File: src/rtl/melody_sequencer.sv
// melody_sequencer: turns coin and dispense events into a four-step timed
// melody code for the piezo tone generator. It holds one pending request so
// that an event arriving mid-melody is kept, and the newest such event wins.
module melody_sequencer #(
  parameter int NOTE_CYCLES = 250000,
  parameter int GAP_CYCLES  = 50000,
  parameter int CNT_W       = 20
) (
  input  logic       clk,
  input  logic       rst,
  input  logic       coin_100,
  input  logic       coin_500,
  input  logic       coin_1000,
  input  logic       prod_buy,
  input  logic [1:0] prod_id,
  input  logic       mute,
  output logic [3:0] note_state,
  output logic [2:0] note_played,
  output logic       busy,
  output logic       done
);

  typedef enum logic [1:0] {IDLE = 2'd0, PLAY = 2'd1, GAP = 2'd2} state_t;

  localparam logic [CNT_W-1:0] NOTE_LAST = CNT_W'(NOTE_CYCLES - 1);
  localparam logic [CNT_W-1:0] GAP_LAST  = CNT_W'(GAP_CYCLES - 1);

  state_t           state_q, state_d;
  logic [CNT_W-1:0] cnt_q, cnt_d;
  logic [2:0]       step_q, step_d;
  logic [3:0]       code_q, code_d;
  logic             busy_q, busy_d;
  logic             done_q, done_d;
  logic             pend_vld_q, pend_vld_d;
  logic [3:0]       pend_code_q, pend_code_d;

  logic             req_vld;
  logic [3:0]       req_code;
  logic             next_vld;   // pending after this cycle's request lands
  logic [3:0]       next_code;

  // Same-cycle priority: product > 1000 > 500 > 100; the losers are dropped.
  always_comb begin
    req_vld  = prod_buy | coin_1000 | coin_500 | coin_100;
    req_code = 4'd0;
    if (prod_buy)       req_code = {2'b01, prod_id};
    else if (coin_1000) req_code = 4'd3;
    else if (coin_500)  req_code = 4'd2;
    else if (coin_100)  req_code = 4'd1;
    // A request on the final gap cycle must be the one that starts next.
    next_vld  = req_vld | pend_vld_q;
    next_code = req_vld ? req_code : pend_code_q;
  end

  // State, counter and registered outputs; reset wipes everything at once.
  always_ff @(posedge clk or negedge rst) begin
    if (!rst) begin
      state_q     <= IDLE;
      cnt_q       <= '0;
      step_q      <= 3'd0;
      code_q      <= 4'd0;
      busy_q      <= 1'b0;
      done_q      <= 1'b0;
      pend_vld_q  <= 1'b0;
      pend_code_q <= 4'd0;
    end else begin
      state_q     <= state_d;
      cnt_q       <= cnt_d;
      step_q      <= step_d;
      code_q      <= code_d;
      busy_q      <= busy_d;
      done_q      <= done_d;
      pend_vld_q  <= pend_vld_d;
      pend_code_q <= pend_code_d;
    end
  end

  // Next state and duration counter; mute forces IDLE regardless of requests.
  always_comb begin
    state_d = state_q;
    cnt_d   = cnt_q;
    if (mute) begin
      state_d = IDLE;
      cnt_d   = '0;
    end else begin
      case (state_q)
        IDLE: begin
          cnt_d = '0;
          if (req_vld) state_d = PLAY;
        end
        PLAY: begin
          if (cnt_q == NOTE_LAST) begin
            cnt_d = '0;
            if (step_q == 3'd4) state_d = GAP;
          end else begin
            cnt_d = cnt_q + 1'b1;
          end
        end
        GAP: begin
          if (cnt_q == GAP_LAST) begin
            cnt_d   = '0;
            state_d = next_vld ? PLAY : IDLE;
          end else begin
            cnt_d = cnt_q + 1'b1;
          end
        end
        default: begin
          state_d = IDLE;
          cnt_d   = '0;
        end
      endcase
    end
  end

  // Next output values and pending slot, registered alongside the state.
  always_comb begin
    step_d      = step_q;
    code_d      = code_q;
    done_d      = 1'b0;
    busy_d      = (state_d != IDLE);
    pend_vld_d  = pend_vld_q;
    pend_code_d = pend_code_q;
    if (mute) begin
      step_d      = 3'd0;
      code_d      = 4'd0;
      pend_vld_d  = 1'b0;
      pend_code_d = 4'd0;
    end else begin
      case (state_q)
        IDLE: begin
          if (req_vld) begin
            code_d = req_code;
            step_d = 3'd1;
          end
        end
        PLAY: begin
          // Requests mid-melody only touch the pending slot, never code_q.
          if (req_vld) begin
            pend_vld_d  = 1'b1;
            pend_code_d = req_code;
          end
          if (cnt_q == NOTE_LAST) begin
            if (step_q < 3'd4) begin
              step_d = step_q + 3'd1;
            end else begin
              step_d = 3'd0;
              code_d = 4'd0;
              done_d = 1'b1;
            end
          end
        end
        GAP: begin
          if (req_vld) begin
            pend_vld_d  = 1'b1;
            pend_code_d = req_code;
          end
          if (cnt_q == GAP_LAST && next_vld) begin
            code_d      = next_code;
            step_d      = 3'd1;
            pend_vld_d  = 1'b0;
            pend_code_d = 4'd0;
          end
        end
        default: begin
          step_d = 3'd0;
          code_d = 4'd0;
        end
      endcase
    end
  end

  assign note_state  = code_q;
  assign note_played = step_q;
  assign busy        = busy_q;
  assign done        = done_q;

endmodule
File: config.mk
export PLATFORM = sky130hd
export DESIGN_NAME = melody_sequencer
export DESIGN_NICKNAME = d
export VERILOG_FILES = /design/src/rtl/melody_sequencer.sv
export SDC_FILE = /design/constraint.sdc
export NUM_CORES = 1
export LEC_CHECK = 0
export CAP_MARGIN = 20
export CORE_MARGIN = 2
export CORE_UTILIZATION = 40
export CTS_CLUSTER_SIZE = 16
export DETAILED_ROUTE_END_ITERATION = 12
export HOLD_SLACK_MARGIN = 0.15
export PLACE_DENSITY = 0.61
export SLEW_MARGIN = 20
export SYNTH_ARGS = -nofsm -noshare
export SYNTH_HDL_FRONTEND = slang
export SYNTH_SLANG_ARGS = --single-unit
File: constraint.sdc
create_clock -name clk -period 2.7 [get_ports clk]
set_input_delay 0.81 -clock clk [delete_from_list [all_inputs] [get_ports clk]]
set_output_delay 0.81 -clock clk [all_outputs]
set_load 0.05 [all_outputs]
==> flow_summary.yaml, run 1 <==
timing:
  final_max_slew_viol_count: 0
  grt_setup_unrepaired: "false"
  setup-violations-final: 0
  layout_worst_path_cycle_share_pct: 86.4
  finalCriticalPeriod_ns: 2.33
  max_freq_mhz: 428
  relSlewSlack_pct: 67.0
  actual_transition_at_the_worst_max_transition_pin_ns: 0.490
  final_hold_viol_count: 0
  setup_tns_ns: 0
  fin_worst_skew_ns: 0.00347
clock_tree:
  cts.repair_timing.setup_buffer_count: 0
  cts_tree: "done"
  clockBufferDepth: 2
  clock-sinks: 36
  clock_tree.root_cell: "sky130_fd_sc_hd__clkbuf_8"
  cts_hold_buf: 0
  tritoncts.num_buffers: 5
  max_h_tree_level: 2
  cts.reportedPaths.clkPinSlew_ns: 0.08
  post_cts_resized: 0
  clk_latency_ns: 0.29
floorplanning:
  chipWidth_um: 76.0
  floorplan.core_area_sq_mm: 0.00504
  pin_count: 18
  die_h_um: 76.0
  num_rows: 26
  initial_utilization_pct: 41.1
  fp.dieArea_sq_mm: 0.00577
yosys:
  top_ff_cell_synth: "sky130_fd_sc_hd__dfrtp_1"
  post_synth_edffs: 0
  yosys_register_bits: 36
  synthesis.area_sq_mm: 0.00207
  yosys_warnings: 0
  synth_cell_type_count: 46
  syn-mean-instance-area_sq_um: 9.41
  syn-instance-count: 220
  synth-async-reset-ratio_pct: 100
  synth.yosys.seq_area_share_pct: 43.5
  syn-num-nets: 236
cells_and_area:
  areaGrowthSynthToFinish_pct: 18.0
  final_common_cell: "sky130_fd_sc_hd__dfrtp_1"
  seqCellArea_sq_um: 901
  utilization_pct: 48.5
  final_standard_cell_count_with_taps_included_and_fillers_excluded: 314
  finish.instance_area_sq_mm: 0.00244
  antenna-diode-count: 0
  fillCellCount: 487
  drive_above_1_share_pct: 10.7
  multi_input_area_sq_mm: 0.00106
  final_net_count: 259
  mostFrequentLayoutCells: "36 x sky130_fd_sc_hd__dfrtp_1, 29 x sky130_fd_sc_hd__nor2_1, 19 x sky130_fd_sc_hd__inv_1"
placed_design:
  post_placement_cell_area_sq_mm: 0.00235
  placed_cells: 306
  port-buffer-count: 17
  finalWeightedCongestion: 0.777
  hpwl_mm: 2.96
pwr:
  vdd_drop_max_mv: 0.338
  p_int_mw: 0.880
  power.switching_fraction_pct: 30.4
  finalPower_mw: 1.26
  power.static_leakage_nw: 1.01
  power.share.clock_pct: 32.5
  p_per_area_mw_per_mm2: 517
  power_switching_mw: 0.384
  seqPwrFrac_pct: 46.2
  p_comb_share_pct: 21.3
worst_setup_path:
  start_kind: "register"
  setup_crit_end_kind: "register"
  critical-path-top-delay-family: "simple AND/OR/NAND/NOR gates"
  cp_slowest_cell: "sky130_fd_sc_hd__or4_4"
  cp_data_arrival_time_ns: 2.51
  cpPeakStageDelay_ns: 0.50
  reg2regPathDepth: 5
  timing.critical_path.fanout_max: 6
  worstPathBufferInverterCount: 0
  worst_setup_path_class: "register to register"
  crit_chain: "or2_1, or4_4, o21a_1, or3b_1, mux2_4"
  timing.reg2reg.setup_slack_ns: 0.37
  timing.critical_path.required_ns: 2.88
  critical_path_cell_count: 5
global_routing:
  antenna_found_initial: 0
  grt_first_pass_wirelength_mm: 7.34
  first_global_vias: 1598
  globalRouteOverflowTotal: 0
  gr-usage-all-layers_pct: 15.6
  grt_start_max_net_pins: 37
detailed_routing:
  drt_iter0_markers: 110
  detail-route-antenna-nets: 0
  drc: 0
  wirelength_mm: 4.07
  dr_total_vias: 1608
  detail_route.wl_per_cell_um: 13.0
  dr.pass1.iters: 4
  vias_per_cell: 5.12
outcome:
  status: "finished, final reports clean"
job:
  max_cap_viols: 0
min_path:
  worstHoldPathCells: 1
  min_path_type: "register to register"
logic make-up after synthesis:
| family | after synthesis | share of synthesized area (%) |
|---|---|---|
| xor+xnor | 18 | 7.61 |
| fa+ha+maj | 7 | 4.23 |
| buf+inv | 28 | 5.44 |
| simple gates | 92 | 24.6 |
| compound gates | 35 | 12.0 |
| mux | 4 | 2.66 |
| flops | 36 | 43.5 |
state kept, by name, indices dropped and copies added (netlist names):
signal / cells
cnt_q: 20
note_state: 4
pend_code_q: 4
note_played: 3
state_q: 2
busy: 1
done: 1
pend_vld_q: 1
power by group through the flow:
stage / logic (mW) / registers, mW / clock network [mW]
after global placement: 0.271 / 0.594 / 0
after CTS: 0.273 / 0.584 / 0.425
final: 0.270 / 0.584 / 0.411
after global routing: 0.302 / 0.588 / 0.447
after floorplan: 0.148 / 0.638 / 0
after detailed placement: 0.272 / 0.595 / 0
path summary, 6_finish.rpt:
kind                                       to     start
worst max-delay path            note_state[0]  cnt_q[8]
max in group asynchronous          pend_vld_q       rst
worst max register to register  note_state[0]  cnt_q[8]
worst min-delay path                 cnt_q[0]  cnt_q[0]
min in group asynchronous       note_state[0]       rst
worst min register to register       cnt_q[0]  cnt_q[0]
final cells by class:
class | count | area share, %
tap | 70 | 3.58
sequential | 36 | 36.9
timing repair buffer | 25 | 9.42
multi-input combinational | 156 | 43.3
clock inverter | 2 | 0.563
clock buffer | 6 | 3.38
inverter | 19 | 2.92
metal layers:
| metal | global-route usage (%) | part of all wire, % |
|---|---|---|
| met1 | 19.8 | 47 |
| met2 | 26.3 | 49 |
| met4 | 5.45 | 1.5 |
| met5 | 0 | 0 |
| met3 | 3.33 | 2.2 |
metrics by stage:
| stage | setup slack (ns) | hold WS [ns] |
|---|---|---|
| after floorplan | 0.218 | 0.455 |
| after CTS | 0.367 | 0.492 |
| after detailed placement | 0.146 | 0.481 |
| final | 0.366 | 0.488 |
| after global routing | 0.194 | 0.516 |
| after global placement | 0.196 | 0.476 |
cell usage after synthesis, drive strengths merged, types with 5 or more instances:
master   n  area share (%)
ha       7             4.2
nor2    29             5.3
xor2    12             5.1
dfrtp   36              44
xnor2    6             2.5
nand2    9             1.6
or4      5             2.0
nor3    12             2.9
nand3   10             2.4
a21oi   12             2.9
clkbuf   8             1.5
inv     19             3.4
Power figures use the tool's default switching activity.
==> inputs of run 2 (changes only) <==
--- a/config.mk
+++ b/config.mk
@@ -12,6 +12,7 @@
 export DETAILED_ROUTE_END_ITERATION = 12
 export HOLD_SLACK_MARGIN = 0.15
 export PLACE_DENSITY = 0.61
+export REMOVE_ABC_BUFFERS = 1
 export SLEW_MARGIN = 20
 export SYNTH_ARGS = -nofsm -noshare
 export SYNTH_HDL_FRONTEND = slang
==> run 2 against run 1 <==
Routed wire length is 0.84% lower. Clock-buffer cell count is 1 lower. Sequential cell count stayed put. Sequential share of layout area is 0.32 points higher. Final area is 0.87% lower. Utilization is 0.42 points lower. Register-to-register slack hardly changed. Worst setup slack worse by 0.0087 ns. Global-route usage is 0.073 points higher. Combinational power hardly changed. Non-clock buffer count is 1 lower. Highest routed layer unchanged.
==> flow_summary.yaml, run 2 (synthesized netlist as in run 1, its figures left out) <==
outcome:
  status: "finished, final reports clean"
timing:
  max_freq_mhz: 427
  fin_worst_skew_ns: 0.00893
  final_max_slew_viol_count: 0
  setup_tns_ns: 0
  finalCriticalPeriod_ns: 2.34
  relSlewSlack_pct: 48.0
  layout_setup_ws_ns: 0.358
  actual_transition_at_the_worst_max_transition_pin_ns: 0.781
  final_hold_viol_count: 0
  grt_setup_unrepaired: "false"
  setup-violations-final: 0
  layout_worst_path_cycle_share_pct: 86.8
clock_tree:
  cts_tree: "done"
  clockBufferDepth: 2
  cts.repair_timing.setup_buffer_count: 0
  clock_tree.root_cell: "sky130_fd_sc_hd__clkbuf_8"
  post_cts_resized: 0
  cts_hold_buf: 0
  clk_latency_ns: 0.29
  max_h_tree_level: 2
  tritoncts.num_buffers: 5
  clock-sinks: 36
  cts.reportedPaths.clkPinSlew_ns: 0.08
worst_setup_path:
  crit_path_start: "cnt_q[8]"
  timing.critical_path.required_ns: 2.88
  setup_crit_end_kind: "register"
  worst_setup_path_class: "register to register"
  critical_path.reg2reg.endpoint: "note_state[0]"
  timing.reg2reg.setup_slack_ns: 0.36
  cp_data_arrival_time_ns: 2.52
  timing.critical_path.fanout_max: 6
  worstReg2RegStart: "cnt_q[8]"
  reg2regPathDepth: 5
  cp-endpoint: "note_state[0]"
  start_kind: "register"
min_path:
  min_path_type: "register to register"
  worstHoldPathCells: 1
floorplanning:
  pin_count: 18
  chipWidth_um: 76.0
  floorplan.core_area_sq_mm: 0.00504
  num_rows: 26
  fp.dieArea_sq_mm: 0.00577
  die_h_um: 76.0
  initial_utilization_pct: 41.1
placed_design:
  port-buffer-count: 17
  post-place-ws_ns: 0.106
  hpwl_mm: 2.94
  post_placement_cell_area_sq_mm: 0.00233
  finalWeightedCongestion: 0.764
global_routing:
  grt_start_max_net_pins: 37
  grt.met3_usage_pct: 3.69
  globalRouteOverflowTotal: 0
  gr-max-usage-layer: "met2"
  antenna_found_initial: 0
  grt.met2_usage_pct: 26.6
  grt_first_pass_wirelength_mm: 7.41
  gr-usage-all-layers_pct: 15.7
  first_global_vias: 1599
  grt_util_met1_pct: 19.8
pwr:
  power_switching_mw: 0.386
  vdd_drop_max_mv: 0.297
  p_int_mw: 0.850
  p_per_area_mw_per_mm2: 510
  seqPwrFrac_pct: 47.3
  p_comb_share_pct: 21.8
  power.switching_fraction_pct: 31.3
  power.share.clock_pct: 30.9
  power.static_leakage_nw: 0.997
cells_and_area:
  mostFrequentLayoutCells: "36 x sky130_fd_sc_hd__dfrtp_1, 29 x sky130_fd_sc_hd__nor2_1, 19 x sky130_fd_sc_hd__inv_1"
  final_net_count: 258
  fillCellCount: 503
  most_flops_register: "cnt_q"
  drive_above_1_share_pct: 10.7
  areaGrowthSynthToFinish_pct: 17.0
  finish.instance_area_sq_mm: 0.00242
  final_common_cell: "sky130_fd_sc_hd__dfrtp_1"
  antenna-diode-count: 0
  flip_flop_count_of_the_largest_register_after_layout: 20
detailed_routing:
  vias_per_cell: 5.13
  drt_iter0_markers: 66
  drc: 0
  detail_route.wl_per_cell_um: 12.9
  detail-route-antenna-nets: 0
  dr_total_vias: 1607
  dr.pass1.iters: 4
  wirelength_mm: 4.04
job:
  max_cap_viols: 0
==> run 2: cell count changes in the layout (fill, tap and decap cells not counted) <==
| cell | delta |
|---|---|
| sky130_fd_sc_hd__buf_2 | +1 |
| sky130_fd_sc_hd__buf_4 | -1 |
| sky130_fd_sc_hd__clkbuf_8 | -1 |
| sky130_fd_sc_hd__clkdlybuf4s50_1 | -1 |
| sky130_fd_sc_hd__clkinv_2 | +1 |
| sky130_fd_sc_hd__clkinv_4 | +1 |
| sky130_fd_sc_hd__inv_6 | -1 |
==> run 2: power groups by stage <==
stage	logic [mW]	registers, mW	clock network (mW)
after detailed placement	0.270	0.595	0
after global placement	0.269	0.595	0
after global routing	0.301	0.589	0.417
after CTS	0.272	0.584	0.395
final	0.270	0.584	0.382
after floorplan	0.134	0.638	0
==> run 2: metal layers <==
metal  vias to the layer above  routed length, um
met3                         7                107
met2                        18               1910
met5                         -                  0
li1                        812                  -
met4                         0                 52
met1                       770               1970
==> run 2: worst max-delay path, cell delays in order, from the launching register on <==
cell                      delay [ns]
sky130_fd_sc_hd__dfrtp_1        0.45
sky130_fd_sc_hd__or2_1          0.28
sky130_fd_sc_hd__or4_4          0.50
sky130_fd_sc_hd__o21a_1         0.20
sky130_fd_sc_hd__or3b_1         0.47
sky130_fd_sc_hd__mux2_4         0.33
==> run 2: worst min path at each step <==
| stage | start | to | slack (ns) |
|---|---|---|---|
| 2_1_floorplan | cnt_q[0] | cnt_q[0] | 0.46 |
| 3_3_place_gp | cnt_q[0] | cnt_q[0] | 0.48 |
| 3_5_place_dp | cnt_q[0] | cnt_q[0] | 0.48 |
| 4_1_cts | cnt_q[0] | cnt_q[0] | 0.49 |
| 5_1_grt | cnt_q[0] | cnt_q[0] | 0.51 |
| 6_report | cnt_q[0] | cnt_q[0] | 0.49 |
==> run 2: final cells by class <==
class                   count  area [sq um]  share of cell area, %
inverters                  19          71.3                   2.94
clock inverters             3          18.8                  0.775
well taps                  70          87.6                   3.62
clock buffers               5          68.8                   2.84
flip-flops and latches     36           901                   37.2
multi-input cells         156          1060                   43.6
repair buffers             24           218                   8.99
==> run 2: through the flow <==
step	hold slack (ns)	cells	total power, mW	util, %
floorplan	0.455	211	0.773	-
global placement	0.479	305	0.864	46.3
detailed placement	0.480	305	0.865	46.3
CTS	0.491	313	1.25	48.0
global route	0.507	313	1.31	48.0
finish	0.485	313	1.24	48.0
==> edit 1 (settings of run 2) <==
Encoding of `state_t`: now one-hot (3 bits for 3 states).
--- a/src/rtl/melody_sequencer.sv
+++ b/src/rtl/melody_sequencer.sv
@@ -20,7 +20,7 @@
   output logic       done
 );
 
-  typedef enum logic [1:0] {IDLE = 2'd0, PLAY = 2'd1, GAP = 2'd2} state_t;
+  typedef enum logic [2:0] {IDLE = 3'b001, PLAY = 3'b010, GAP = 3'b100} state_t;
 
   localparam logic [CNT_W-1:0] NOTE_LAST = CNT_W'(NOTE_CYCLES - 1);
   localparam logic [CNT_W-1:0] GAP_LAST  = CNT_W'(GAP_CYCLES - 1);
Behaviour: same outputs for any inputs over 10 cycles, from zero or initial values and one cycle with rst low; not proved beyond that.
==> edit 1 against run 2 <==
- cell area is 3.8% lower
- sequential cell count is 1 higher
- hold slack better by 0.0092 ns
- first-iteration DRC count is 110% higher
- area after synthesis is 5.1% lower
- worst setup slack worse by 0.12 ns
- largest power group unchanged
- wire length is 2.5% lower
- critical endpoint is now note_state[2]$_DFFE_PN0P_
- power is 0.94% higher
- die area is 4.8% lower
- cell count is 5.8% lower
- maximum frequency is 4.9% lower
==> edit 1: results (changes against run 2) <==
The wire length of the first global-routing pass is 6800 um (-8.3%). In this run the critical register-to-register path is captured at cnt_q[4]$_DFF_PN0_. Via count: 1504 (-6.4%). For the maximum count of clock buffers along a single path, the log shows 2 (unchanged).

The proportion of synthesized chip area in sequential cells is 47.2% (+3.7 points). By area the synthesized netlist is led by sky130_fd_sc_hd__dfrtp_1, sky130_fd_sc_hd__nor2_1, sky130_fd_sc_hd__xor2_1. The logs give 16.2% (+0.53 points) for the overall routing resource usage and 4 (unchanged) for the length of the first detailed-routing pass in iterations. The flow ran to the end, and the final reports show no timing, DRC or antenna violations.

Counting flops per register, the top entry is cnt_q. The worst-margin pin slew is 0.840 ns (+0.0591 ns). The via count normalized by instance count was 5.10 (-0.70%).

Met3 usage: 3.25% (-0.44 points). Nature of the critical path startpoint: an input pin. Number of buffers inserted by post-CTS setup repair: 0 (unchanged). The logs give 206 (-6.4%) for the post-synthesis cell count and 26.2% (-0.42 points) for the routing usage on met2.

The number of fillers in the final layout is 450 (-11%), and the final-stage net count is 239 (-7.4%). The global-route met1 utilization was 22.1% (+2.3 points). The leakage dissipation came out at 0.972 nW (-2.5%).

The commonest cells after synthesis are sky130_fd_sc_hd__dfrtp_1, sky130_fd_sc_hd__nor2_1, sky130_fd_sc_hd__nor3_1. The run gives 3940 um (-2.5%) as the final wirelength. The placer congestion estimate was 0.811 (+6.2%); the proportion of layout cells with a drive suffix above 1 was 10.5% (-0.17 points).

For the initial detailed-routing violation count, the log shows 136 (+110%). In this run the worst setup path terminates at note_state[2]$_DFFE_PN0P_. The cell count of the worst reg-to-reg path is 6 (+1). The startpoint identified for the worst register-to-register timing path is cnt_q[0]$_DFF_PN0_. The run gives 287 (-5.9%) as the cell total after placement.

Placed wire-length estimate after detailed placement: 2730 um (-6.9%). The critical path starts at prod_buy. The clock skew was 0.00443 ns (-0.00450 ns).

The worst hold path terminates at cnt_q[0]$_DFF_PN0_. The largest fanout of any net on the critical path works out to 4 (-2).
==> edit 1: stage by stage <==
stage                     cell area, sq um  setup TNS [ns]  hold slack (ns)  setup slack (ns)  utilization, %
after detailed placement              2220          -0.246            0.485           -0.0606            46.9
after floorplan                       1920               0            0.454             0.317               -
final                                 2330               0            0.495             0.236            49.4
after global routing                  2330               0            0.531             0.112            49.4
after global placement                2220          -0.201            0.483           -0.0502            46.9
after CTS                             2330               0            0.498             0.236            49.4
==> edit 1: metal layers <==
metal,vias to the layer above,routed length [um]
met4,0,34
met3,4,136
met5,-,0
met2,25,1850
met1,713,1910
li1,762,-
==> edit 1: logic make-up after synthesis <==
family / Yosys count / synth area share (%)
xor+xnor: 17 / 7.57
simple gates: 94 / 24.2
buf+inv: 16 / 3.56
flops: 37 / 47.2
mux: 5 / 3.56
fa+ha+maj: 3 / 1.91
compound gates: 34 / 12.0
==> edit 1: area by class of cell <==
type	count	area, sq um	area share, %
clock inverters	3	46.3	1.99
repair buffers	23	210	9.02
clock buffers	5	68.8	2.95
multi-input cells	153	968	41.5
well taps	67	83.8	3.60
flip-flops and latches	37	927	39.8
inverters	7	26.3	1.13
==> edit 1: critical path, stage by stage <==
cell and delay [ns]:
sky130_fd_sc_hd__clkdlybuf4s50_1 0.41, sky130_fd_sc_hd__or4_1 0.56, sky130_fd_sc_hd__o31a_1 0.32, sky130_fd_sc_hd__o21ba_4 0.23
sky130_fd_sc_hd__mux2_4 0.30
==> edit 1: power by group <==
part	total [W]	internal, W	switching, W	leakage, nW
Combinational	0.000173	0.0000700	0.000103	0.410
Clock	0.000482	0.000276	0.000205	0.0543
Sequential	0.000593	0.000573	0.0000199	0.507
Total	0.00125	0.000920	0.000328	0.972
==> edit 2 (config.mk and constraints of run 2) <==
Made on the original files. `GAP_CYCLES`: 50000 -> 25000.
--- a/src/rtl/melody_sequencer.sv
+++ b/src/rtl/melody_sequencer.sv
@@ -3,7 +3,7 @@
 // that an event arriving mid-melody is kept, and the newest such event wins.
 module melody_sequencer #(
   parameter int NOTE_CYCLES = 250000,
-  parameter int GAP_CYCLES  = 50000,
+  parameter int GAP_CYCLES  = 25000,
   parameter int CNT_W       = 20
 ) (
   input  logic       clk,
Formal check against the unedited RTL: no difference found for any inputs over 10 cycles, from zero or initial values and one cycle with rst low; that may be too few to reach the edited logic, so the function may still have changed.
==> edit 2 against run 2 <==
- area after synthesis is 4.4% higher
- clock power is 9.2% higher
- die area is 4.1% higher
- clock skew is 0.0021 ns lower
- cell area is 4.4% higher
- critical path type is now in2reg
- combinational power is 29% lower
- worst setup slack better by 0.018 ns
- power is 4.6% lower
- sequential cell count stayed put
- highest routed layer unchanged
- via count is 1.9% higher
- wire length is 3.9% higher
- critical endpoint is now pend_code_q[2]$_DFFE_PN0P_
==> edit 2: results (changes against run 2) <==
The flow ran to the end, and the final reports show no timing, DRC or antenna violations. For the placer congestion estimate, the log shows 0.789 (+3.3%). The cell area after placement is 2430 sq um (+4.2%), and the proportion of layout cells with a drive suffix above 1 is 12.8% (+2.1 points). The total of clock buffers placed in the layout was 7 (+2). The area taken by multi-input logic gates is 1170 sq um (+10%). The leakage dissipation is 1.01 nW (+1.3%), and the adder and majority cell fraction of the synthesized area is 4.05% (-0.18 points).

The fraction of area in non-clock buffers is 8.61% (-0.38 points), and the final-stage net count is 259 (+0.39%). The placed wire-length estimate after detailed placement came out at 3130 um (+6.5%). The average instance area after synthesis came out at 9.82 sq um (+4.4%). The count of unique library cells instantiated by Yosys is 58 (+26%). The overall routing resource usage was 15.8% (+0.19 points). The number of fillers in the final layout was 492 (-2.2%); the initial detailed-routing violation count was 70 (+6.1%). The run gives 0.202 mV (-32%) as the worst IR drop on VDD.

The run gives 41.7% (-1.8 points) as the proportion of synthesized chip area in sequential cells. The stage delay of the slowest cell on the critical path works out to 0.58 ns (+0.08 ns). The mux contribution to synthesized area is 1.97% (-0.69 points), and the wire length of the first global-routing pass is 7510 um (+1.3%). By count the netlist is led by sky130_fd_sc_hd__dfrtp_1, sky130_fd_sc_hd__nor2_1, sky130_fd_sc_hd__inv_1.

The count of non-CTS inverters in the layout works out to 16 (-3). The run gives 160 (+2.6%) as the number of combinational gates with multiple inputs. The net switching power was 0.000321 W (-17%). The clock skew came out at 0.00685 ns (-0.00208 ns).
## edit 2: changes by cell type after synthesis, moves of 4 or more
cell,delta
sky130_fd_sc_hd__nor3_1,-5
sky130_fd_sc_hd__nand2_1,+6
sky130_fd_sc_hd__xor2_1,-4
sky130_fd_sc_hd__xnor2_1,+4
sky130_fd_sc_hd__a21oi_1,-7
## edit 2: per-layer routing
| layer | vias to the layer above | wire length [um] | global-route usage (%) |
|---|---|---|---|
| met5 | - | 0 | 0 |
| met4 | 0 | 91 | 7.14 |
| met3 | 9 | 111 | 3.49 |
| met2 | 24 | 2020 | 25.4 |
| met1 | 785 | 1970 | 20.5 |
| li1 | 820 | - | - |
## edit 2: per-stage QoR
stage	utilization [%]	setup slack, ns	hold WS (ns)
finish	48.9	0.375	0.509
global route	48.9	0.260	0.547
CTS	48.9	0.360	0.515
detailed placement	47.0	0.0855	0.498
global placement	47.0	0.106	0.480
floorplan	-	0.598	0.455
## edit 2: cells by family (layout without fill, tap and decap cells)
family,count (synthesis),in the layout
DFF,36,36
AOI/OAI and AO/OA,33,33
and+or+nand+nor,98,98
xor gates and xnor gates,18,18
muxes,4,4
buffers and inverters,24,47
adders and majority gates,7,7
## edit 2: worst paths after layout
check	slack [ns]	depth (start not counted)	end	from
max	0.38	6	pend_code_q[2]$_DFFE_PN0P_	prod_buy
min	0.51	1	cnt_q[0]$_DFF_PN0_	cnt_q[0]$_DFF_PN0_
max reg2reg	0.57	5	cnt_q[18]$_DFF_PN0_	cnt_q[9]$_DFF_PN0_
min reg2reg	0.51	1	cnt_q[0]$_DFF_PN0_	cnt_q[0]$_DFF_PN0_
max in group asynchronous	1.60	1	busy$_DFF_PN0_	rst
min in group asynchronous	0.60	1	note_state[1]$_DFFE_PN0P_	rst
